### src/rtl/reg_dump.sv
// -----------------------------------------------------------------------------
// reg_dump -- sequential reader for the register file.
//
// On a start pulse the block walks register indices in ascending order,
// driving the shared read-address port, and streams every captured value,
// tagged with its index, over a valid/ready interface toward a debug or
// trace sink. It never writes the register file. The datapath must not use
// the shared read port while busy is high.
//
// Configuration macro:
//   REG_DUMP_SKIP_ZERO_EN  when defined, the walk starts at index 1 because
//                          register 0 is hardwired zero. When undefined, the
//                          walk starts at index 0.
//
// Parameters:
//   NUM_REGS  number of registers walked (indices 0..NUM_REGS-1)
//   ADDR_W    register index width
//   DATA_W    register data width
//
// Ports:
//   clk           in   clock, all state on the rising edge
//   rst           in   asynchronous active-high reset
//   start         in   begin a dump (sampled only while idle)
//   busy          out  high while a dump is in progress
//   done          out  one-cycle pulse after the last beat is accepted
//   rf_read_reg   out  read address to the register file
//   rf_read_data  in   combinational read data from the register file
//   out_valid     out  beat valid
//   out_ready     in   sink accepts the beat
//   out_index     out  register index of the current beat
//   out_data      out  register value of the current beat
// -----------------------------------------------------------------------------
module reg_dump #(
    parameter int NUM_REGS = 32,
    parameter int ADDR_W   = 5,
    parameter int DATA_W   = 32
) (
    input  logic              clk,
    input  logic              rst,
    input  logic              start,
    output logic              busy,
    output logic              done,
    output logic [ADDR_W-1:0] rf_read_reg,
    input  logic [DATA_W-1:0] rf_read_data,
    output logic              out_valid,
    input  logic              out_ready,
    output logic [ADDR_W-1:0] out_index,
    output logic [DATA_W-1:0] out_data
);

`ifdef REG_DUMP_SKIP_ZERO_EN
    localparam logic [ADDR_W-1:0] FIRST = ADDR_W'(1);
`else
    localparam logic [ADDR_W-1:0] FIRST = '0;
`endif
    localparam logic [ADDR_W-1:0] LAST = ADDR_W'(NUM_REGS - 1);

    typedef enum logic [1:0] {
        IDLE = 2'd0,
        SEND = 2'd1,
        DONE = 2'd2
    } state_t;

    state_t            state;
    logic [ADDR_W-1:0] ptr;
    logic              accept;

    // ptr always points at the register to be captured on the next accept,
    // so the combinational read data is already settled when that edge comes.
    assign rf_read_reg = ptr;
    assign accept      = out_valid & out_ready;

    assign busy = (state == SEND);
    assign done = (state == DONE);

    always_ff @(posedge clk or posedge rst) begin
        if (rst) begin
            state     <= IDLE;
            ptr       <= FIRST;
            out_valid <= 1'b0;
            out_index <= '0;
            out_data  <= '0;
        end else begin
            case (state)
                IDLE: begin
                    if (start) begin
                        out_data  <= rf_read_data;
                        out_index <= FIRST;
                        out_valid <= 1'b1;
                        ptr       <= FIRST + ADDR_W'(1);
                        state     <= SEND;
                    end
                end

                SEND: begin
                    // Without an accept everything holds, so the beat stays
                    // stable for the sink and start is ignored throughout.
                    if (accept) begin
                        if (out_index != LAST) begin
                            out_data  <= rf_read_data;
                            out_index <= ptr;
                            // After the final capture this wraps past the
                            // last index; that address is never consumed.
                            ptr       <= ptr + ADDR_W'(1);
                        end else begin
                            out_valid <= 1'b0;
                            ptr       <= FIRST;
                            state     <= DONE;
                        end
                    end
                end

                DONE: begin
                    state <= IDLE;
                end

                default: begin
                    state <= IDLE;
                end
            endcase
        end
    end

endmodule
### config.mk
export PLATFORM = sky130hd
export DESIGN_NAME = reg_dump
export DESIGN_NICKNAME = d
export VERILOG_FILES = /design/src/rtl/reg_dump.sv
export SDC_FILE = /design/constraint.sdc
export NUM_CORES = 1
export LEC_CHECK = 0
export CAP_MARGIN = 20
export CORE_MARGIN = 5
export CORE_UTILIZATION = 37
export DETAILED_ROUTE_END_ITERATION = 10
export PLACE_DENSITY = 0.75
export SLEW_MARGIN = 30
export SYNTH_ARGS = -nofsm -noshare
export SYNTH_HDL_FRONTEND = slang
export SYNTH_SLANG_ARGS = --single-unit
### constraint.sdc
create_clock -name clk -period 1.7 [get_ports clk]
set_input_delay 0.34 -clock clk [delete_from_list [all_inputs] [get_ports clk]]
set_output_delay 0.34 -clock clk [all_outputs]
set_load 0.02 [all_outputs]
* Word level (Yosys, flattened, before mapping)
Cells that the tools add are included.
** Storage, ports and cells
- Bits in registers :: 45
- Latch bits :: 0
- Bits in writable memories :: 0
- Memory bits (read-only) :: 0
- Input port bits :: 36
- Output and inout port bits :: 45
- Word-level logic and storage cells :: 40
- Memories :: 0
** Cells by class
- $add $sub $neg :: 1
- $mul :: 0
- Div/mod/pow operators :: 0
- Order comparisons :: 0
- Equality and inequality tests :: 7
- Shift-type cells :: 0
- Multiplexer cells :: 20
- Bitwise gates (word level) :: 1
- Reductions and logical operators :: 6
** Operators by type and width (number)
- $mux W32 :: 3
- $pmux W32 S2 :: 1
- $mux W5 :: 6
- $pmux W5 S2 :: 2
- $reduce_and A4 Y1 :: 2
- $mux W2 :: 3
- $reduce_and A3 Y1 :: 2
- $add A5 B1 Y5 const B :: 1
- $ne A5 B5 Y1 const B :: 1
- $ne A2 B1 Y1 const B :: 2
- $ne A2 B2 Y1 const B :: 2
- $pmux W2 S2 :: 1
- $mux W1 :: 3
- $eq A2 B1 Y1 const B :: 1
- $eq A2 B2 Y1 const B :: 1
- $logic_not A2 Y1 :: 1
- $pmux W1 S2 :: 1
- $reduce_bool A2 Y1 :: 1
- $and A1 B1 Y1 :: 1

* Depth between registers and ports, before layout
- Word-level depth :: 4
- Depth in mapped cells :: 5
- Depth with buffers taken out :: 5

* Worst setup path after synthesis
No wires, ideal clock.
- Kind :: register to register
- Start :: register out_valid
- End :: register out_data[10]
- Library setup time :: 0.125 ns
- Data arrival time :: 1.568 ns
- Data required time :: 1.575 ns
- Slack :: 0.007 ns
- Stages on the path, launching flop included :: 6
- Buffers on the path :: 1
- Clock period less this slack :: 1.693 ns
- Cells stage by stage :: dfrtp_1 > and4b_4 > a21oi_4 > a31oi_4 > buf_6 > mux2_2
** Between the ends
- Word-level cells in the longest chain between the ends :: 3
** RTL lines
- from (decl) :: line 45 : output logic out_valid,
- from (signal assigned) :: line 80 : out_valid <= 1'b0;
- from (signal assigned) :: line 89 : out_valid <= 1'b1;
- from (signal assigned) :: line 106 : out_valid <= 1'b0;
- $and A1 B1 Y1 :: line 71 : assign accept = out_valid & out_ready;
- $ne A2 B1 Y1 (no source line)
- $reduce_and A4 Y1 (no source line)
- to (signal assigned) :: line 87 : out_data <= rf_read_data;
- to (signal assigned) :: line 100 : out_data <= rf_read_data;
- to (decl) :: line 48 : output logic [DATA_W-1:0] out_data
Every way passes these cells.
A chain may end at the register's enable or synchronous reset.

* Final worst setup path
- Start :: register state[1]
- End :: register out_data[23]
** Between the ends
- Word-level cells in the longest chain between the ends :: 3
- Elaborated cells on any way between the ends :: 8
- Classes of those cells :: 4 x eq/ne; 1 x mux; 3 x reduce/logical
** RTL lines
- from (decl) :: line 64 : state_t state;
- from (signal assigned) :: line 78 : state <= IDLE;
- from (signal assigned) :: line 91 : state <= SEND;
- from (signal assigned) :: line 108 : state <= DONE;
- $eq A2 B1 Y1 / $logic_not A2 Y1 (equally long branches) :: line 84 : case (state)
- $ne A2 B1 Y1 (no source line) (tied with other cells)
- $reduce_and A4 Y1 (no source line)
Several ways; a longest one is shown, not always the timed one.

==> results.toml <==
[cts]
cts_sinks = 45
clkTransAtPathRegs_ps = 90
cts_tree = "built"
cts-root-buf = "clkbuf_8"
clkLatencyLatePin_ps = 300
cts_buffers = 5
clockBufferDepth = 2
htreeDepth = 2
postCtsHoldBufs = 0

[synthesis]
ys_ff_latch = 45
yosys-top-cells-area = "dfrtp_1 (61%), mux2_2 (19%), a22o_1 (2.9%)"
syn_avg_cell_area_um2 = 14.3
synth-async-reset-ratio_pct = 100
syn_nets = 166
synth_cell_types = 25
synthFlopType = "dfrtp_1"
yosysMostFrequentCell = "dfrtp_1"
netlist_instances = 129
synth_edf_count = 0
seq_area_frac_synth_pct = 61.2
yosys-top-cells-count = "dfrtp_1 (45), mux2_2 (31), a22o_1 (6), nand2_1 (6), nor2_1 (6)"
synth_top_area_share_pct = 61.2
yosys_warnings = 0
yosys.area.top_type = "dfrtp_1"
synthesis.area_mm2 = 0.00184

[finish]
fin_nets = 273
synthToLayoutAreaGrowth_pct = 70.2
diodes = 0
largest_register_ffs = 32
num-fill-cells = 388
drive_gt1_share_pct = 29.5

[setup_path]
cpMaxStageDelayCell = "dfrtp_2"
crit_chain = "and4b_4 > a21oi_4 > a31oi_4 > buf_6 > clkbuf_16 > mux2_4"
cp_data_arrival_time_ps = 1970
crit_type = "reg2reg"
crit_required_ps = 1890
cp_max_fo = 6
endpoint_kind = "flop"
cpPeakStageDelay_ps = 440
cp-start-kind = "flop"

[pwr]
vdd_drop_max_v = 0.00113
leakagePower_uw = 0.00138
powerDensity_mw_per_mm2 = 1890
total_power_uw = 5910

[sta]
final.min_clock_period_ps = 1780
slew_headroom_pct = 71.5
finalCritPeriodShare_pct = 105
drv_slew = 0
tightest_slew_ps = 426
hold_viol = 0
rsz0062_at_grt = "true"
finClkSkew_ps = 11.6
setup_violations = 32
setup_ws_ps = -80.6
max_freq_ghz = 0.562

[detailed_routing]
vias_per_cell = 4.80
wire_per_inst_um = 16.7
wl_um = 5080
drtPass1Iterations = 4
drc_errors = 0
drt_iter0_markers = 54
postRouteAntennaNets = 0
via_count = 1459

[grt]
track_usage_pct = 14.5
grt_first_pass_wirelength_um = 7250
antenna_found_initial = 0
grt_max_degree = 32
grt_pass1_vias = 1470
grt_overflow = 0

[flow_run]
maxCapViolations = 0

[floorplan]
coreArea_mm2 = 0.00479
dieHeight_um = 80.5
row_count = 25
start_util_pct = 38.5
dieArea_mm2 = 0.00649
die_x_um = 80.5
ios = 81

[run_status]
status = "finished, violations left"
violations = "negative setup slack"

[min_path]
hold_path_class = "in2async"

[placed_design]
dpl.hpwl_um = 3360
pre_cts_slack_ps = -311
place.port_buffers = 80
place.gp.congestion = 0.922
-- critical path, delay by kind of cell, from the launching register on --
family	cells	cell delay, ps
buffers and inverters	2	310
DFF	1	440
and+or+nand+nor	1	360
AOI/OAI and AO/OA	2	260
muxes	1	300
-- layer usage --
layer  routed length, um  up-vias  GRT usage [%]
met1                2300      718           19.4
met3                 257        6           3.92
met5                   0        -              0
met2                2460       54           22.9
met4                  60        0           3.89
li1                    -      681              -
-- cells in the final DEF, fill, tap and decap left out, drive strengths merged, types with 2 or more instances in the layout --
cell type      count
dfrtp             45
o21ai              3
nor3               2
nand2              6
dlygate4sd2        5
mux2              32
nor2               6
a22o               6
buf               21
a21oi              6
clkdlybuf4s50     74
clkbuf             8
inv                5
a31oi              2
nand3              4
-- power breakdown --
group          leakage, uW  total [uW]  switching, uW  internal (uW)
sequential        0.000520        1900            330           1570
clock            0.0000445         668            376            292
combinational     0.000811        3340           1430           1910
-- area by class of cell --
class,instances,area [um2],area share [%]
clock buffer,5,68.8,2.20
multi-input combinational,77,768,24.5
timing repair buffer,103,1050,33.5
inverter,4,15.0,0.479
clock inverter,3,21.3,0.679
tap,67,83.8,2.68
sequential,45,1130,36.0
-- worst paths after layout --
kind                                            from                        to  slack (ps)  depth (start not counted)
worst max-delay path            state[1]$_DFFE_PP0P_  out_data[23]$_DFFE_PP0P_         -80                          6
worst min-delay path                             rst  out_data[17]$_DFFE_PP0P_         310                          2
worst max register to register  state[1]$_DFFE_PP0P_  out_data[23]$_DFFE_PP0P_         -80                          6
worst min register to register  state[1]$_DFFE_PP0P_      state[0]$_DFFE_PP0P_         500                          1
max in group asynchronous                        rst      state[1]$_DFFE_PP0P_         900                          3
min in group clk                state[1]$_DFFE_PP0P_      state[0]$_DFFE_PP0P_         500                          1
-- per-stage QoR --
stage	instances	setup TNS [ps]	hold WS [ps]	utilization (%)	area [um2]
after global placement	289	-9200	489	59.3	2840
after floorplan	129	0	488	-	1840
after global routing	304	-3260	321	65.5	3130
after detailed placement	289	-10090	495	59.3	2840
after CTS	297	-562	316	61.2	2930
final	304	-1650	307	65.5	3130
-- what timing repair did --
item                                    CTS  global route
gates resized for setup                   9            35
endpoints found under the setup margin   37            38
buffers inserted                          0             3
gates cloned                              0             4
-- kinds of logic (layout without fill, tap and decap cells) --
group | count (synthesis) | after routing | share of synthesized area [%]
muxes | 32 | 32 | 19.8
AOI/OAI and AO/OA | 22 | 22 | 9.65
and+or+nand+nor | 22 | 22 | 6.05
adders and majority gates | 1 | 1 | 0.680
DFF | 45 | 45 | 61.2
buffers and inverters | 7 | 115 | 2.65
(Power assumes the default switching activity.)
